$ cat config.mk
export PLATFORM = sky130hd
export DESIGN_NAME = i2f_arbiter
export DESIGN_NICKNAME = d
export VERILOG_FILES = /design/src/rtl/i2f_arbiter.sv
export SDC_FILE = /design/constraint.sdc
export NUM_CORES = 1
export LEC_CHECK = 0
export CAP_MARGIN = 20
export CORE_MARGIN = 3
export CORE_UTILIZATION = 47
export DETAILED_ROUTE_END_ITERATION = 16
export HOLD_SLACK_MARGIN = 0.1
export PLACE_DENSITY_LB_ADDON = 0.12
export SLEW_MARGIN = 10
export SYNTH_ARGS = -nofsm -noshare
export SYNTH_HDL_FRONTEND = slang
export SYNTH_SLANG_ARGS = --single-unit
$ cat constraint.sdc
create_clock -name clk -period 3.9 [get_ports clk]
set_input_delay 0.39 -clock clk [delete_from_list [all_inputs] [get_ports clk]]
set_output_delay 0.39 -clock clk [all_outputs]
set_load 0.005 [all_outputs]
$ cat src/rtl/i2f_arbiter.sv
// Four-requester round-robin front end to one shared int32 -> IEEE-754 single
// converter (truncating), with a valid/ready result port and a saturating precision-lost count.
module i2f_arbiter #(
   parameter int CNT_W = 16
) (
   input  logic             clk,
   input  logic             rst,
   input  logic [3:0]       req,
   input  logic [127:0]     d,
   output logic [3:0]       gnt,
   output logic             out_valid,
   input  logic             out_ready,
   output logic [31:0]      out_float,
   output logic             out_plost,
   output logic [1:0]       out_id,
   output logic [CNT_W-1:0] lost_cnt
);

   typedef enum logic [1:0] {IDLE = 2'd0, CONV = 2'd1, DONE = 2'd2} state_t;

   state_t      state_r;
   logic [1:0]  last_r;
   logic [1:0]  id_cap_r;
   logic [31:0] op_r;
   logic [1:0]  winner_s;
   logic [1:0]  cand_s;
   logic [31:0] sel_op_s;
   logic [32:0] conv_s;

   // Returns {p_lost, float}; the fraction is truncated, never rounded.
   function automatic logic [32:0] int_to_float(input logic [31:0] v);
      logic        sign;
      logic [31:0] mag;
      logic [31:0] norm;
      logic [4:0]  sa;
      logic [7:0]  expo;
      sign = v[31];
      mag  = sign ? (~v + 32'd1) : v;
      sa   = 5'd0;
      for (int i = 0; i < 32; i++) begin
         if (mag[i]) begin
            sa = 5'(31 - i);
         end
      end
      norm = mag << sa;
      expo = 8'd158 - {3'd0, sa};
      if (mag == 32'd0) begin
         return 33'd0;
      end else begin
         return {|norm[7:0], sign, expo, norm[30:8]};
      end
   endfunction

   // Round-robin pick: scan downward so the nearest requester after last_r wins.
   always_comb begin
      winner_s = last_r;
      cand_s   = last_r;
      for (int k = 3; k >= 0; k--) begin
         cand_s = last_r + 2'(k + 1);
         if (req[cand_s]) begin
            winner_s = cand_s;
         end else begin
            winner_s = winner_s;
         end
      end
   end

   // Grant is issued in the capture cycle itself so result latency stays at two clocks.
   always_comb begin
      if (!rst && (|req) && ((state_r == IDLE) || ((state_r == DONE) && out_ready))) begin
         gnt = 4'b0001 << winner_s;
      end else begin
         gnt = 4'b0000;
      end
   end

   assign sel_op_s = d[{winner_s, 5'd0} +: 32];
   assign conv_s   = int_to_float(op_r);

   // Control FSM, operand capture, result registers and lost counter.
   always_ff @(posedge clk or posedge rst) begin
      if (rst) begin
         state_r   <= IDLE;
         last_r    <= 2'd3;
         id_cap_r  <= 2'd0;
         op_r      <= 32'd0;
         out_valid <= 1'b0;
         out_float <= 32'd0;
         out_plost <= 1'b0;
         out_id    <= 2'd0;
         lost_cnt  <= '0;
      end else begin
         if (|gnt) begin
            op_r     <= sel_op_s;
            id_cap_r <= winner_s;
            last_r   <= winner_s;
         end
         case (state_r)
            IDLE: begin
               if (|req) begin
                  state_r <= CONV;
               end else begin
                  state_r <= IDLE;
               end
            end
            CONV: begin
               out_float <= conv_s[31:0];
               out_plost <= conv_s[32];
               out_id    <= id_cap_r;
               out_valid <= 1'b1;
               state_r   <= DONE;
            end
            DONE: begin
               if (out_ready) begin
                  out_valid <= 1'b0;
                  if (out_plost && (lost_cnt != {CNT_W{1'b1}})) begin
                     lost_cnt <= lost_cnt + CNT_W'(1);
                  end
                  if (|req) begin
                     state_r <= CONV;
                  end else begin
                     state_r <= IDLE;
                  end
               end else begin
                  state_r <= DONE;
               end
            end
            default: begin
               out_valid <= 1'b0;
               state_r   <= IDLE;
            end
         endcase
      end
   end

endmodule

### Yosys cells after proc, flatten, opt, wreduce, memory -nomap -nowiden

Index checks and enable logic that the tools add are counted.

* input port bits: 135
* output and inout port bits: 56
* word-level logic and storage cells: 89
* register bits after elaboration: 90

* reduce and logical (&&, ||, !) cells: 13
* bitwise operators: 2
* eq/ne operators: 4
* shift-type cells: 3
* add/sub/neg operators: 6
* mux-type cells: 49
* $lt $le $gt $ge: 3

Operators by type and width (number)
* two-way mux 5 bit: 32
* variable part select 128 x 8 -> 32 bit: 1
* two-way mux 33 bit: 1
* adder 32 x 1 -> 32 bit, second input constant: 1
* zero test 32 bit: 1
* two-way mux 32 bit: 1
* NOT 32 bit: 1
* left shift 32 x 5 -> 31 bit: 1
* adder 16 x 1 -> 16 bit, second input constant: 1
* inequality test 16 bit, second input constant: 1
* less-than comparator 2 x 3 -> 1 bit, second input constant: 3
* two-way mux 2 bit: 4
* OR reduction 4 bit: 2
* OR reduction 8 bit: 1
* subtractor 8 x 5 -> 8 bit, first input constant: 1
* binary-select mux 1 bit (select 2 bit): 3
* case mux 2 bit (3 select lines): 1
* two-way mux 1 bit: 5
* adder 2 bit, second input constant: 2
* logical AND 1 bit: 4
* two-way mux 4 bit: 1
* left shift 1 x 2 -> 4 bit, first input constant: 1
* case mux 1 bit (3 select lines): 1
* AND reduction 3 bit: 1
* 9 further kinds: 9

### Longest topological paths before layout

Gate-level depths: netlist of run 1.

* word-level depth: 38
* mapped depth: 19
* mapped depth without buffers: 15

### Worst setup path after synthesis of run 1

OpenSTA, ideal clock, no wires.

* path type: register to register
* start point: register op_r[0]
* end point: register out_float[8]
* arrival time: 4026 ps
* buffers on the path: 3
* setup time: 126 ps
* slack: -252 ps
* period minus slack after synthesis: 4152 ps
* data required time: 3774 ps
* cell stages (with the launch flop): 17
* path through: dfrtp_1 -> clkbuf_1 -> inv_1 -> ha_1 -> clkbuf_1 -> or3b_2 -> a211oi_1 -> a31oi_1 -> o21ai_0 -> a211oi_1 -> o311a_1 -> buf_6 -> or4_1 -> nor3b_1 -> mux2_2 -> mux4_2 -> a2bb2oi_1

* word-level cells in the longest chain between the ends: 37
* elaborated cells between the ends (all ways): 38
* classes of those cells: add/sub: 1; shift: 1; mux: 34; bitwise: 1; reduce/logical: 1

Ends and longest elaborated chain
* start, declared: RTL line 24 `logic [31:0] op_r;`
* start signal, assigned: RTL line 94 `op_r <= sel_op_s;`
* NOT 32 bit: RTL line 38 `mag = sign ? (~v + 32'd1) : v;`
* adder 32 x 1 -> 32 bit: RTL line 38
* two-way mux 32 bit (*): RTL line 38
* two-way mux 5 bit (32 in series): RTL line 41 `if (mag[i]) begin`
* left shift 32 x 5 -> 31 bit: RTL line 45 `norm = mag << sa;`
* two-way mux 33 bit (*): RTL line 47 `if (mag == 32'd0) begin`
* end signal, assigned: RTL line 107 `out_float <= conv_s[31:0];`
* end, declared: RTL line 13 `output logic [31:0] out_float,`

Mark *: on every way between the ends. The rest lies on a longest branch, timed or not.
A chain may end at the register's enable or synchronous reset.

### Worst setup path after layout of run 1

* start point: register op_r[3]
* end point: register out_plost

* word-level cells in the longest chain between the ends: 35
* elaborated cells between the ends (all ways): 36
* classes of those cells: add/sub: 1; shift: 1; mux: 31; bitwise: 1; reduce/logical: 2

Ends and longest elaborated chain
* NOT 32 bit: RTL line 38
* adder 32 x 1 -> 32 bit: RTL line 38
* two-way mux 32 bit (*): RTL line 38
* two-way mux 5 bit (29 in series): RTL line 41
* left shift 32 x 5 -> 31 bit: RTL line 45
* OR reduction 8 bit: RTL line 50 `return {|norm[7:0], sign, expo, norm[30:8]};`
* two-way mux 33 bit (*): RTL line 47
* end signal, assigned: RTL line 108 `out_plost <= conv_s[32];`
* end, declared: RTL line 14 `output logic out_plost,`

Marked as above.

==> results of run 1 <==
logic make-up (layout without fill, tap and decap cells):
logic type      count (synthesis)  in the layout
simple gates                  432            432
buf+inv                       110            525
mux                            63             63
fa+ha+maj                       3              3
flops                          90             90
xor+xnor                       47             47
compound gates                319            319
layer usage:
metal | vias up | global-route usage, % | routed length [um] | part of all wire (%)
met5 | - | 0 | 0 | 0
met4 | 0 | 12.8 | 1430 | 4.3
met3 | 111 | 3.84 | 2130 | 6.4
met2 | 528 | 55.8 | 16400 | 49
met1 | 4981 | 40.2 | 13400 | 40
li1 | 4832 | - | - | -
state kept, by name, summed over array words and instances (netlist names):
name	cells
op_r	32
out_float	32
lost_cnt	16
id_cap_r	2
last_r	2
out_id	2
state_r	2
out_plost	1
out_valid	1
layout make-up:
class	instances	area share, %
inverter	23	0.682
clock buffer	9	1.62
sequential	90	16.2
clock inverter	7	0.575
multi-input combinational	864	48.6
tap	229	2.06
timing repair buffer	486	30.3
timing repair:
item | in CTS | in global routing
resized for setup | 47 | 126
endpoints found under the setup margin | 22 | 29
pin swaps | 11 | 39
setup buffers | 11 | 19
cloned | 1 | 1
layout by cell type, fill, tap and decap left out, types with 7 or more instances in the layout:
master,n
nand3_1,25
a211oi_2,15
mux4_2,34
o21ai_1,15
nand2_1,176
dfrtp_1,87
mux2i_1,11
nor4_1,11
o21ai_0,51
o22ai_1,14
buf_4,278
clkdlybuf4s50_1,190
clkbuf_16,9
a21oi_1,46
nor2b_1,9
inv_1,17
mux2i_2,7
xor2_1,10
nor3_2,9
nor2_1,68
a31oi_1,7
nand2b_1,11
or3_1,13
xnor2_1,32
and3_1,7
o211ai_1,13
o21a_1,11
nor3_1,27
nand4_1,11
buf_6,13
a211oi_1,13
cells in the mapped netlist (6+ instances only):
cell type / number / area share, %
nand2_1: 181 / 7.8
dfrtp_1: 88 / 25
nor2_1: 72 / 3.1
o21ai_0: 63 / 3.6
a21oi_1: 54 / 3.1
clkbuf_1: 47 / 2.0
mux4_2: 34 / 8.8
nor3_1: 34 / 2.0
xnor2_1: 34 / 3.4
a211oi_1: 29 / 2.5
nand3_1: 27 / 1.6
buf_2: 26 / 1.5
inv_1: 20 / 0.87
mux2i_1: 19 / 2.2
nor4_1: 17 / 1.2
o22ai_1: 17 / 1.2
or3_1: 15 / 1.1
o211ai_1: 13 / 1.1
o21a_1: 13 / 1.1
nand2b_1: 12 / 0.87
xor2_1: 12 / 1.2
nand4_1: 11 / 0.79
o31ai_1: 11 / 0.95
mux2_2: 10 / 1.3
a31oi_1: 9 / 0.65
and3_1: 9 / 0.65
nor2b_1: 9 / 0.65
a32oi_1: 8 / 0.81
buf_1: 8 / 0.35
o21ai_1: 8 / 0.46
a22oi_1: 6 / 0.52
and2_1: 6 / 0.43
through the flow:
stage          setup TNS, ps  util [%]
3_5_place_dp           -3430      69.6
5_1_grt                -2990      77.3
6_report                -602      77.3
2_1_floorplan              0         -
4_1_cts                 -111      73.3
3_3_place_gp           -2340      69.6
how the worst min path moves through the flow:
| stage | startpoint | slack [ps] | endpoint | cells past startpoint |
|---|---|---|---|---|
| floorplan | id_cap_r[0]$_DFFE_PP0P_ | 440 | out_id[0]$_DFFE_PP0P_ | 2 |
| global placement | id_cap_r[1]$_DFFE_PP0P_ | 450 | out_id[1]$_DFFE_PP0P_ | 2 |
| detailed placement | id_cap_r[1]$_DFFE_PP0P_ | 460 | out_id[1]$_DFFE_PP0P_ | 2 |
| CTS | id_cap_r[1]$_DFFE_PP0P_ | 480 | out_id[1]$_DFFE_PP0P_ | 2 |
| global route | out_float[4]$_DFFE_PP0P_ | 500 | out_float[4]$_DFFE_PP0P_ | 2 |
| finish | id_cap_r[1]$_DFFE_PP0P_ | 470 | out_id[1]$_DFFE_PP0P_ | 2 |
critical path: stages (launching register included):
cell and delay [ps]:
dfrtp_1 410, or4_4 580, nor2_4 120, mux2_2 350, a32o_2 270, a211oi_2 290
buf_4 170, o311ai_4 140, buf_6 180, nand2_8 90, a211oi_1 70, buf_4 160
and3_1 180, a221o_1 330, buf_4 170, nor4_4 260, o21ai_1 90
==> out/qor.yml, run 1 <==
run_status:
  outcome: "finished, violations left"
  failing_checks: "setup timing"
timing:
  finalWorstSetupSlack_ps: -106
  achievable-frequency_mhz: 250
  finalSetupViolations: 11
  final.period_utilization_pct: 103
  fin_crit_ps: 4010
  finalMaxSlewViolations: 0
  worst_pin_slew_ps: 988
  grt_setup_unrepaired: "yes"
  skew_ps: 11.5
  finalHoldWorstSlack_ps: 472
  finalHoldViolations: 0
  timing.slew.headroom_pct: 34.1
worst_setup_path:
  critPathRequiredTime_ps: 4130
  timing.setup.critical_path_class: "register to register"
  r2r_end: "out_plost$_DFFE_PP0P_"
  capturing_element_of_the_worst_setup_path: "out_plost$_DFFE_PP0P_"
  r2r.worst_path.cells: 16
  worst-endpoint-arrival_ps: 4240
  critical_path.reg2reg.startpoint: "op_r[3]$_DFFE_PP0P_"
  critical_path.startpoint: "op_r[3]$_DFFE_PP0P_"
  timing.critical_path.from_type: "register"
  crit_path_end_kind: "register"
  ff2ff_setup_slack_ps: -110
  crit_path_max_fanout: 5
floorplanning:
  num_rows: 49
  core_area_um2: 18000
  full_die_area_um2: 20100
  start_util_pct: 48.0
  die-height_um: 142
  die_w_um: 142
  pin_count: 191
cells_and_area:
  number_of_fillers_in_the_final_layout: 1280
  synthToLayoutAreaGrowth_pct: 60.9
  final_nets: 1612
  final_cell_area_um2: 13900
  fin_cells: 1708
  antenna_cells: 0
  share_of_cells_above_drive_strength_1_pct: 35.2
  multiInputGateArea_um2: 6780
  register_area_um2: 2260
clocking:
  cts_tree: "yes"
  tritoncts_buffer_count: 9
  cts_hold_repair.buffers: 0
  cts.path.max_buffers: 2
  tritoncts_num_sinks: 90
  cts_root_buf: "clkbuf_16"
  clock_slew_at_the_register_clock_pins_of_the_worst_setup_and_hold_paths_ps: 80
  clk-insertion-delay-late_ps: 370
  htree_levels: 3
detailed_routing:
  drt_pass1_iterations: 5
  final_antenna_violating_net_count: 0
  vias_per_cell: 6.12
  routed-via-count: 10500
  avgRoutedWirePerCell_um: 19.5
  number_of_remaining_drc_errors: 0
  drt-initial-drc-count: 865
  post_detailed_routing_wire_length_mm: 33.4
hold_path:
  min-delay-path-class: "register to register"
global_routing:
  grt_max_degree: 70
  first_global_vias: 10100
  antenna_found_initial: 0
  grt_use_total_pct: 32.0
  grt_overflow_total: 0
  global_route_wire_length_before_repair_mm: 52.0
placement:
  dpl-instance-area_um2: 12500
  dpl.cell_count: 1660
  gp_congestion: 0.986
  number_of_input_and_output_port_buffers_inserted: 190
  pre_cts_ws_ps: -284
  dp.final_hpwl_mm: 25.5
yosys:
  yosys_warnings: 0
  synthAdderAreaFrac_pct: 0.433
  post_synth_xor_area_fraction_pct: 4.84
  synth_cell_types: 96
  synthesized_area_fraction_occupied_by_ao_oa_aoi_and_oai_cells_pct: 26.3
  netlist_instances: 1064
  main_combinational_cell_family_by_area_after_synthesis: "compound AO/OA/AOI/OAI gates"
  synth_simple_gate_area_share_pct: 24.5
  synthMuxAreaShare_pct: 12.3
  number_of_enable_flip_flop_cells_after_synthesis: 0
  yosys_most_used_dff: "dfrtp_1"
  postSynthNetCount: 1202
  seq_area_frac_synth_pct: 26.0
  share_of_flip_flops_with_an_asynchronous_set_or_reset_pct: 100
  count_of_state_elements_after_synthesis: 90
  synth_area_per_cell_um2: 8.14
  mappedNetlistArea_um2: 8660
flow_run:
  max-cap-violations: 0
Power of run 1 is left out: the tool's default activity adds up to more than one toggle a clock period on the data nets, which glitch-free logic cannot reach.
==> run 2, diff against run 1 <==
Settings changed: CTS_CLUSTER_DIAMETER from default to 30, MAX_ROUTING_LAYER from default to met4.
==> run 2 against run 1 <==
Net effect:
- the run still ends with setup timing left
- utilization increased by 2.1 points
- global-route usage increased by 1.2 points
- worst setup slack got worse by 59 ps
- cell area increased by 2.8%
- critical path depth increased by 2
- maximum frequency decreased by 1.4%
- die area unchanged
- first-iteration DRC count increased by 9.9%
- wire length increased by 5.3%
==> out/qor.yml, run 2 (synthesized netlist as in run 1, its figures left out) <==
clocking:
  htree_levels: 3  # unchanged
  tritoncts_buffer_count: 9  # unchanged
  tritoncts_num_sinks: 90  # unchanged
  cts_tree: "yes"
  cts_root_buf: "clkbuf_16"
  clock_slew_at_the_register_clock_pins_of_the_worst_setup_and_hold_paths_ps: 70  # about the same
  clk-insertion-delay-late_ps: 370  # about the same
  cts.path.max_buffers: 2  # unchanged
worst_setup_path:
  r2r_end: "out_float[21]$_DFFE_PP0P_"
  critical_path.reg2reg.startpoint: "op_r[2]$_DFFE_PP0P_"
  timing.critical_path.depth: 18  # +2
  ff2ff_setup_slack_ps: -160  # -60 ps
  timing.setup.critical_path_class: "register to register"
  critical_path.startpoint: "op_r[2]$_DFFE_PP0P_"
  crit_path_max_fanout: 7  # +2
  capturing_element_of_the_worst_setup_path: "out_float[21]$_DFFE_PP0P_"
  critPathRequiredTime_ps: 4190  # +60 ps
  worst_path_top_cell_family_by_delay: "compound AO/OA/AOI/OAI gates"
  timing.critical_path.from_type: "register"
  r2r.worst_path.cells: 18  # +2
  timing.critical_path.slowest_stage_cell: "mux4_2"
  worst_path_largest_cell_delay_ps: 550  # -30 ps
  cp_num_buf_inv: 7  # +3
  cpMostUsedCell: "buf_4"
  worst-endpoint-arrival_ps: 4350  # +110 ps
  crit_path_end_kind: "register"
  critical_path.cell_chain: "buf_6, nor4_4, buf_4, buf_4, nand4_1, a211oi_1, a21oi_1, o32ai_1, buf_4, o311a_4, o21ai_2, nand2_1, buf_4, inv_2, a211oi_4, inv_2, mux4_2, o211ai_1"
timing:
  finalSetupViolations: 16  # +5
  achievable-frequency_mhz: 246  # -1.4%
  fin_crit_ps: 4060  # +58.6 ps
  grt_setup_unrepaired: "yes"
  skew_ps: 7.53  # -3.92 ps
  finalWorstSetupSlack_ps: -165  # -58.6 ps
  worst_pin_slew_ps: 1060  # +73.3 ps
  finalHoldViolations: 0  # unchanged
  totalNegativeSetupSlack_ps: -1180  # -577 ps
  final.period_utilization_pct: 104  # +1.5 points
  finalHoldWorstSlack_ps: 470  # -1.92 ps
  finalMaxSlewViolations: 0  # unchanged
  timing.slew.headroom_pct: 29.1  # -5.0 points
run_status:
  outcome: "finished, violations left"
  failing_checks: "setup timing"
placement:
  dpl-instance-area_um2: 12500  # -0.60%
  gp_congestion: 1.03  # +4.1%
  number_of_input_and_output_port_buffers_inserted: 190  # unchanged
  dp.final_hpwl_mm: 25.5  # +0.20%
global_routing:
  antenna_found_initial: 0  # unchanged
  global_route_wire_length_before_repair_mm: 52.6  # +1.2%
  grt_use_total_pct: 33.1  # +1.2 points
  grt_overflow_total: 0  # unchanged
  grt_max_degree: 61  # -13%
  first_global_vias: 10300  # +1.9%
floorplanning:
  full_die_area_um2: 20100  # unchanged
  die-height_um: 142  # unchanged
  start_util_pct: 48.0  # unchanged
  pin_count: 191  # unchanged
  core_area_um2: 18000  # unchanged
  die_w_um: 142  # unchanged
  num_rows: 49  # unchanged
detailed_routing:
  drt_pass1_iterations: 5  # unchanged
  avgRoutedWirePerCell_um: 20.4  # +4.4%
  routed-via-count: 10700  # +2.8%
  drt-initial-drc-count: 951  # +9.9%
  post_detailed_routing_wire_length_mm: 35.1  # +5.3%
  vias_per_cell: 6.24  # +1.9%
  final_antenna_violating_net_count: 0  # unchanged
  number_of_remaining_drc_errors: 0  # unchanged
flow_run:
  max-cap-violations: 0  # unchanged
cells_and_area:
  most_common_cell_after_layout_fill_and_taps_aside: "buf_4"
  final_nets: 1627  # +0.93%
  antenna_cells: 0  # unchanged
  synthToLayoutAreaGrowth_pct: 65.3
  reg.largest.list: "op_r x32, out_float x32, lost_cnt x16"
  share_of_cells_above_drive_strength_1_pct: 37.9  # +2.7 points
  final_cell_area_um2: 14300  # +2.8%
  leading_cell_types_in_the_layout_fill_and_taps_excluded: "buf_4 (284), clkdlybuf4s50_1 (190), nand2_1 (170), dfrtp_1 (85), nor2_1 (65)"
  utilization_after_layout_pct: 79.4  # +2.1 points
hold_path:
  min-delay-path-class: "register to register"
run 2: worst min-delay path by stage:
stage	from	end	slack (ps)	cells past startpoint
floorplan	id_cap_r[0]$_DFFE_PP0P_	out_id[0]$_DFFE_PP0P_	440	2
global placement	id_cap_r[0]$_DFFE_PP0P_	out_id[0]$_DFFE_PP0P_	450	2
detailed placement	id_cap_r[0]$_DFFE_PP0P_	out_id[0]$_DFFE_PP0P_	450	2
CTS	id_cap_r[0]$_DFFE_PP0P_	out_id[0]$_DFFE_PP0P_	470	2
global route	id_cap_r[0]$_DFFE_PP0P_	out_id[0]$_DFFE_PP0P_	510	2
finish	id_cap_r[0]$_DFFE_PP0P_	out_id[0]$_DFFE_PP0P_	470	2
run 2: stage by stage:
stage | worst slack [ps] | cells
2_1_floorplan | 11.8 | 1064
3_3_place_gp | -203 | 1650
3_5_place_dp | -227 | 1650
4_1_cts | 4.94 | 1690
5_1_grt | -329 | 1723
6_report | -165 | 1723
run 2: metal layers:
metal,up-vias,part of all wire (%),track usage [%]
met5,-,0,-
met4,0,4.8,13.4
met3,136,6.1,2.83
met2,606,50,56.7
met1,5148,39,40.6
li1,4858,-,-
run 2: final cells by class:
type                    count  area (um2)
clock buffers               9         225
clock inverters             7        71.3
fillers                  1199        3710
inverters                  23        92.6
multi-input cells         864        6980
flip-flops and latches     90        2260
well taps                 229         287
repair buffers            501        4410
run 2: worst reg2reg max path, delay by kind of cell, from the launching register on:
kind | cells | cell delay, ps
AOI/OAI and AO/OA | 7 | 1360
buffers and inverters | 7 | 1010
and+or+nand+nor | 3 | 640
muxes | 1 | 550
DFF | 1 | 420
run 2: repair_timing:
action                     in CTS  in global routing
cloned                          1                  1
hold buffers                    0                  0
setup endpoints to repair      26                 29
gates resized for setup        84                141
setup buffers                  23                 33
pin swaps                      31                 57
Power of run 2 is left out for the same reason.
==> run 3, diff against run 2 <==
Settings changed: CAP_MARGIN 20 to default.
==> results of run 3 <==
Final layout, timing and power as in run 2 (identical DEF).
Power of run 3 is left out for the same reason.
